===== src/rtl/mem_access_ctrl.sv =====
// mem_access_ctrl: initiator side of the single-port 512x32 RAM.
// Accepts one load or store at a time from the control unit and sequences
// the RAM strobes so that address/data are stable before the write strobe
// rises and remain stable after it falls. Load data is captured into a
// holding register for the MDR.
//
// Ports:
//   clk, clr            clock, asynchronous active-high reset
//   req_rd, req_wr      load / store request (sampled only in IDLE)
//   addr_in, wdata_in   word address (MAR) and store data (MDR)
//   rdata_out           last captured load data
//   busy, done, err     not-idle, completion pulse, illegal-request pulse
//   ram_read/ram_write  RAM strobes (registered, never high together)
//   ram_address         RAM address
//   ram_wdata           RAM BusMuxOut
//   ram_rdata           RAM Mdatain
module mem_access_ctrl #(
  parameter int ADDR_W  = 9,
  parameter int DATA_W  = 32,
  parameter int RD_WAIT = 1,   // 0..15
  parameter int WR_CYC  = 1    // 1..15
) (
  input  logic              clk,
  input  logic              clr,
  input  logic              req_rd,
  input  logic              req_wr,
  input  logic [ADDR_W-1:0] addr_in,
  input  logic [DATA_W-1:0] wdata_in,
  output logic [DATA_W-1:0] rdata_out,
  output logic              busy,
  output logic              done,
  output logic              err,
  output logic              ram_read,
  output logic              ram_write,
  output logic [ADDR_W-1:0] ram_address,
  output logic [DATA_W-1:0] ram_wdata,
  input  logic [DATA_W-1:0] ram_rdata
);

  typedef enum logic [2:0] {
    S_IDLE, S_RD, S_WR_SETUP, S_WR_PULSE, S_WR_HOLD, S_DONE
  } state_e;

  localparam logic [3:0] RD_CNT = 4'(RD_WAIT);
  localparam logic [3:0] WR_CNT = 4'(WR_CYC - 1);

  state_e              state_q;
  logic [3:0]          cnt_q;
  logic [ADDR_W-1:0]   addr_q;
  logic [DATA_W-1:0]   wdata_q;
  logic [DATA_W-1:0]   rdata_q;
  logic                busy_q, done_q, err_q, rd_q, wr_q;

  // Every output is a flop updated together with the state, so strobes are
  // glitch-free and the async reset clears them in the same time step.
  always_ff @(posedge clk or posedge clr) begin
    if (clr) begin
      state_q <= S_IDLE;
      cnt_q   <= '0;
      addr_q  <= '0;
      wdata_q <= '0;
      rdata_q <= '0;
      busy_q  <= 1'b0;
      done_q  <= 1'b0;
      err_q   <= 1'b0;
      rd_q    <= 1'b0;
      wr_q    <= 1'b0;
    end else begin
      err_q <= 1'b0;
      case (state_q)
        S_IDLE: begin
          if (req_rd && !req_wr) begin
            addr_q  <= addr_in;
            cnt_q   <= RD_CNT;
            rd_q    <= 1'b1;
            busy_q  <= 1'b1;
            state_q <= S_RD;
          end else if (req_wr && !req_rd) begin
            addr_q  <= addr_in;
            wdata_q <= wdata_in;
            busy_q  <= 1'b1;
            state_q <= S_WR_SETUP;
          end else if (req_rd && req_wr) begin
            err_q <= 1'b1;  // ambiguous request: flag it, touch nothing
          end
        end
        S_RD: begin
          if (cnt_q != 4'd0) begin
            cnt_q <= cnt_q - 4'd1;
          end else begin
            rdata_q <= ram_rdata;
            rd_q    <= 1'b0;
            done_q  <= 1'b1;
            state_q <= S_DONE;
          end
        end
        S_WR_SETUP: begin
          cnt_q   <= WR_CNT;
          wr_q    <= 1'b1;
          state_q <= S_WR_PULSE;
        end
        S_WR_PULSE: begin
          if (cnt_q != 4'd0) begin
            cnt_q <= cnt_q - 4'd1;
          end else begin
            wr_q    <= 1'b0;
            state_q <= S_WR_HOLD;
          end
        end
        S_WR_HOLD: begin
          done_q  <= 1'b1;
          state_q <= S_DONE;
        end
        S_DONE: begin
          done_q  <= 1'b0;
          busy_q  <= 1'b0;
          state_q <= S_IDLE;
        end
        default: begin
          rd_q    <= 1'b0;
          wr_q    <= 1'b0;
          done_q  <= 1'b0;
          busy_q  <= 1'b0;
          state_q <= S_IDLE;
        end
      endcase
    end
  end

  assign rdata_out   = rdata_q;
  assign busy        = busy_q;
  assign done        = done_q;
  assign err         = err_q;
  assign ram_read    = rd_q;
  assign ram_write   = wr_q;
  assign ram_address = addr_q;
  assign ram_wdata   = wdata_q;

endmodule


===== config.mk =====
export PLATFORM = sky130hd
export DESIGN_NAME = mem_access_ctrl
export DESIGN_NICKNAME = d
export VERILOG_FILES = /design/src/rtl/mem_access_ctrl.sv
export SDC_FILE = /design/constraint.sdc
export NUM_CORES = 1
export LEC_CHECK = 0
export CAP_MARGIN = 20
export CORE_MARGIN = 5
export CORE_UTILIZATION = 46
export CTS_CLUSTER_DIAMETER = 150
export DETAILED_ROUTE_END_ITERATION = 6
export GPL_TIMING_DRIVEN = 0
export PLACE_DENSITY_LB_ADDON = 0.08
export SYNTH_ARGS = -nofsm -noshare
export SYNTH_HDL_FRONTEND = slang
export SYNTH_SLANG_ARGS = --single-unit

===== constraint.sdc =====
create_clock -name clk -period 6.6 [get_ports clk]
set_clock_uncertainty 0.15 [all_clocks]
set_input_delay 1.32 -clock clk [delete_from_list [all_inputs] [get_ports clk]]
set_output_delay 1.32 -clock clk [all_outputs]
set_load 0.01 [all_outputs]

Yosys cells after proc, flatten, opt, wreduce, memory -nomap -nowiden
Cells that the tools add are included.
{ "totals": {"ff_bits": 85, "in_bits": 77} }
{ "op_classes": {"add_sub_neg": 1, "n_eq_ne": 10, "muxes": 23, "bitwise": 6, "n_reduce_logical": 23} }
{ "op_table": {"columns": ["operator", "n"], "rows": [
  ["$mux W9", 2],
  ["$pmux W3 S5", 1],
  ["$mux W3", 4],
  ["$pmux W4 S3", 1],
  ["$reduce_and A3 Y1", 4],
  ["$reduce_or A4 Y1", 3],
  ["$reduce_and A2 Y1", 5],
  ["$mux W1", 9],
  ["$pmux W1 S3", 3],
  ["$mux W4", 2],
  ["$eq A3 B2 Y1 const B", 2],
  ["$eq A3 B3 Y1 const B", 2],
  ["$ne A2 B2 Y1 const B", 3],
  ["$not A1 Y1", 6],
  ["$reduce_bool A4 Y1", 1],
  ["$sub A4 B1 Y4 const B", 1],
  ["$eq A3 B1 Y1 const B", 1],
  ["$logic_and A1 B1 Y1", 3],
  ["$logic_not A3 Y1", 1],
  ["$ne A3 B3 Y1 const B", 1],
  ["$reduce_bool A3 Y1", 1],
  ["$reduce_or A3 Y1", 1],
  ["$logic_not A1 Y1", 2],
  ["$ne A2 B1 Y1 const B", 1],
  ["other kinds (3)", 3]
]} }

Longest topological paths before layout
{ "logic_depth": {"word_depth": 5, "ltp_mapped": 6, "mapped_depth_nobuf": 5} }

Least setup slack after synthesis
OpenSTA, ideal clock, no wires.
{ "synth_timing": {"path_kind": "in2reg", "start": "in req_rd", "end": "reg addr_q[0], in the netlist ram_address[0]", "t_arrival_ps": 2436, "path_slack_ps": 3889, "path_stages": 4, "cell_sequence": "inv_1 -> ha_1 -> nor4_4 -> mux2_2"} }
{ "synth_via": {"elab_chain_len": 4, "elab_cells_between_ends": 6, "classes_between": "mux: 1; reduce/logical: 5"} }
{ "synth_rtl": {"columns": ["item", "line_no", "source"], "rows": [
  ["start, declared", "25", "input logic req_rd,"],
  ["$logic_not A1 Y1", "78", "end else if (req_wr && !req_rd) begin"],
  ["$logic_and A1 B1 Y1", "78", null],
  ["$reduce_bool A2 Y1 (no line)", null, null],
  ["$reduce_and A2 Y1 (no line)", null, null],
  ["end signal, assigned", "73", "addr_q <= addr_in;"],
  ["end signal, assigned", "79", "addr_q <= addr_in;"],
  ["end, declared", "49", "logic [ADDR_W-1:0] addr_q;"]
]} }
Several ways; a longest one is shown, not always the timed one.
A chain may end at the register's enable or synchronous reset.

Final worst setup path
{ "layout_timing": {"start": "in req_rd", "end": "reg addr_q[2], in the netlist ram_address[2]"} }
Same word-level chain as after synthesis.

==> flow_metrics.py <==
metrics = {
    "floorplan": {
        "die_y_um": 98.5,
        "initial_core_util_pct": 46.8,
        "fp-row-count": 32,
        "die_x_um": 98.5,
        "core_um2": 7690,
        "dieArea_um2": 9690,
        "ios": 155,
    },
    "sta": {
        "tns_ns": 0,
        "final-setup-viol-count": 0,
        "fin_hold_ws_ns": 0.358,
        "fin_crit_ns": 3.07,
        "timing.slew.headroom_pct": 59.1,
        "fmax_mhz": 325,
        "final_hold_viol_count": 0,
        "worst_pin_slew_ns": 0.609,
        "slew_violations": 0,
        "rsz0062_at_grt": "false",
        "worst_slack_ns": 3.53,
        "min_period_over_period_pct": 46.6,
    },
    "place": {
        "io_buffers": 154,
        "gp_congestion": 0.782,
        "dp_slack_ns": 3.13,
        "dp.cells": 489,
        "dp_hpwl_um": 6320,
    },
    "clocking": {
        "htreeDepth": 3,
        "clock-sinks": 85,
        "numCtsBuffers": 9,
        "hold_buffers": 0,
        "post_cts_buffers": 0,
        "cts_root_buffer": "clkbuf_8",
        "clock_latency_ns": 0.35,
        "cts_tree": "done",
        "cts_buffer_depth": 2,
        "clk_pin_slew_ns": 0.08,
        "cts_resized": 0,
    },
    "cells_and_area": {
        "final_cells": 505,
        "area_delta_synth_final_pct": 53.2,
        "layout-drive-gt1-share_pct": 25.8,
        "nNetsFinal": 480,
        "antenna_cells": 0,
    },
    "global_routing": {
        "grt_antenna_before_repair": 0,
        "grt_pass1_vias": 2668,
        "grt_overflow": 0,
        "grt_max_degree": 55,
        "track_usage_pct": 17.9,
        "grt_pass1_wl_um": 13700,
    },
    "worst_setup_path": {
        "arrival_ns": 3.16,
        "worstPathRequired_ns": 6.69,
        "start_kind": "input port",
        "worstSetupPathType": "input port to register",
        "cp-end-kind": "register",
        "cp_cell_sequence": "clkdlybuf4s50_1, inv_1, ha_1, nor4_4, mux2_2",
        "crit_fanout": 9,
        "worst_path_max_delay_cell": "clkdlybuf4s50_1",
        "cp_slowest_stage_delay_ns": 0.52,
    },
    "routing": {
        "drtIter0Drc": 31,
        "drt_pass1_iterations": 4,
        "wl_per_cell_um": 16.9,
        "drtAntennaViolNets": 0,
        "wl_um": 8520,
        "vias_per_cell": 4.98,
        "drc_errors": 0,
        "detailroute.via_count": 2515,
    },
    "synth": {
        "yosysWarnings": 0,
        "synth_area_um2": 3600,
        "synth_edf_count": 0,
        "syn-num-nets": 314,
        "yosysSeqAreaShare_pct": 59.1,
        "syn_area_per_cell_um2": 15.5,
        "synth_area_leader_cell": "dfrtp_1",
        "synthCells": 232,
        "ys_seq_elements": 85,
        "synthArstFlopShare_pct": 100,
        "synth_ff_type": "dfrtp_1",
        "synthTopCellsByCount": "dfrtp_1 (85), mux2_2 (43), mux2_4 (30)",
        "synthDistinctLibCells": 40,
        "synth_top_area_share_pct": 59.1,
        "synth.area.top_cells": "dfrtp_1 (59%), mux2_2 (13%), mux2_4 (13%), buf_6 (2.2%), ha_1 (1.7%)",
        "synth_most_common_cell": "dfrtp_1",
    },
    "pwr": {
        "pwr_density_cell_nw_per_um2": 467,
        "max-vdd-ir-drop_v": 0.000248,
        "p_leak_nw": 2.36,
        "swShare_pct": 30.6,
        "p_seq_share_pct": 35.7,
        "clock_power_share_pct": 15.5,
        "switchingPower_w": 0.000787,
        "power_w": 0.00257,
        "intPower_w": 0.00179,
        "comb_power_share_pct": 48.8,
    },
    "outcome": {
        "status": "finished, final reports clean",
    },
    "min_path": {
        "hp-class": "register to register",
    },
    "flow_run": {
        "maxCapViolations": 0,
    },
}
==> cell type report <==
cell class              count  area, um2
plain buffers              12        104
well taps                 102        128
clock inverters             5       83.8
flip-flops and latches     85       2130
clock buffers              11        131
inverters                   9       36.3
repair buffers            155       1570
fillers                   542       2170
multi-input cells         126       1340
==> path summary, 6_finish.rpt <==
kind	start	end	slack, ns	depth (start not counted)
setup / recovery	req_rd	ram_address[2]	3.53	5
hold / removal	rdata_out[5]	rdata_out[5]	0.36	1
setup reg to reg	cnt_q[0]	rdata_out[14]	4.65	6
hold reg to reg	rdata_out[5]	rdata_out[5]	0.36	1
max in group asynchronous	clr	ram_wdata[29]	4.54	3
min in group asynchronous	clr	rdata_out[16]	1.17	2
==> power groups by stage <==
stage | Sequential [W] | Clock (W) | Combinational (W)
after floorplan | 0.00104 | 0 | 0.000515
after global placement | 0.000914 | 0 | 0.00124
after detailed placement | 0.000930 | 0 | 0.00126
after CTS | 0.000922 | 0.000409 | 0.00128
after global routing | 0.000955 | 0.000435 | 0.00135
final | 0.000919 | 0.000400 | 0.00126
==> critical path: cells and delay by family <==
| family | cells | cell delay [ns] |
|---|---|---|
| buffers and inverters | 2 | 0.58 |
| and+or+nand+nor | 1 | 0.48 |
| muxes | 1 | 0.41 |
| adders and majority gates | 1 | 0.37 |
==> metal layers <==
| layer | global-route usage (%) | routed length, um | vias up |
|---|---|---|---|
| met5 | 0 | 0 | - |
| li1 | - | - | 1151 |
| met3 | 7.01 | 706 | 18 |
| met4 | 6.20 | 193 | 0 |
| met1 | 21.6 | 3630 | 1235 |
| met2 | 29.3 | 3990 | 111 |
==> stage by stage <==
stage,area (um2),utilization [%]
after detailed placement,5300,68.9
after CTS,5510,71.7
final,5510,71.7
after floorplan,3600,-
after global routing,5510,71.7
after global placement,5270,68.5
==> logic make-up after synthesis <==
group	Yosys count	share of synthesized area, %
AO/OA/AOI/OAI	20	3.82
multiplexers	74	26.2
adder cells (fa/ha/maj)	5	1.74
AND/OR/NAND/NOR	27	5.28
flip-flops	85	59.1
buffers and inverters	21	3.82
==> layout by cell type, fill, tap and decap left out, types with 4 or more instances in the layout <==
master and n:
nor3_1 4, buf_6 7, mux2_4 30, mux2_2 43, ha_1 5, clkdlybuf4s50_1 154
dfrtp_1 85, o21ai_0 7, clkbuf_1 4, clkbuf_8 9, inv_1 8, nand2_1 6
==> state kept, by name, summed over array words and instances, names as in the netlist <==
name,count
ram_wdata,32
rdata_out,32
ram_address,9
cnt_q,4
state_q,3
busy,1
done,1
err,1
ram_read,1
ram_write,1
Power figures use the tool's default switching activity.
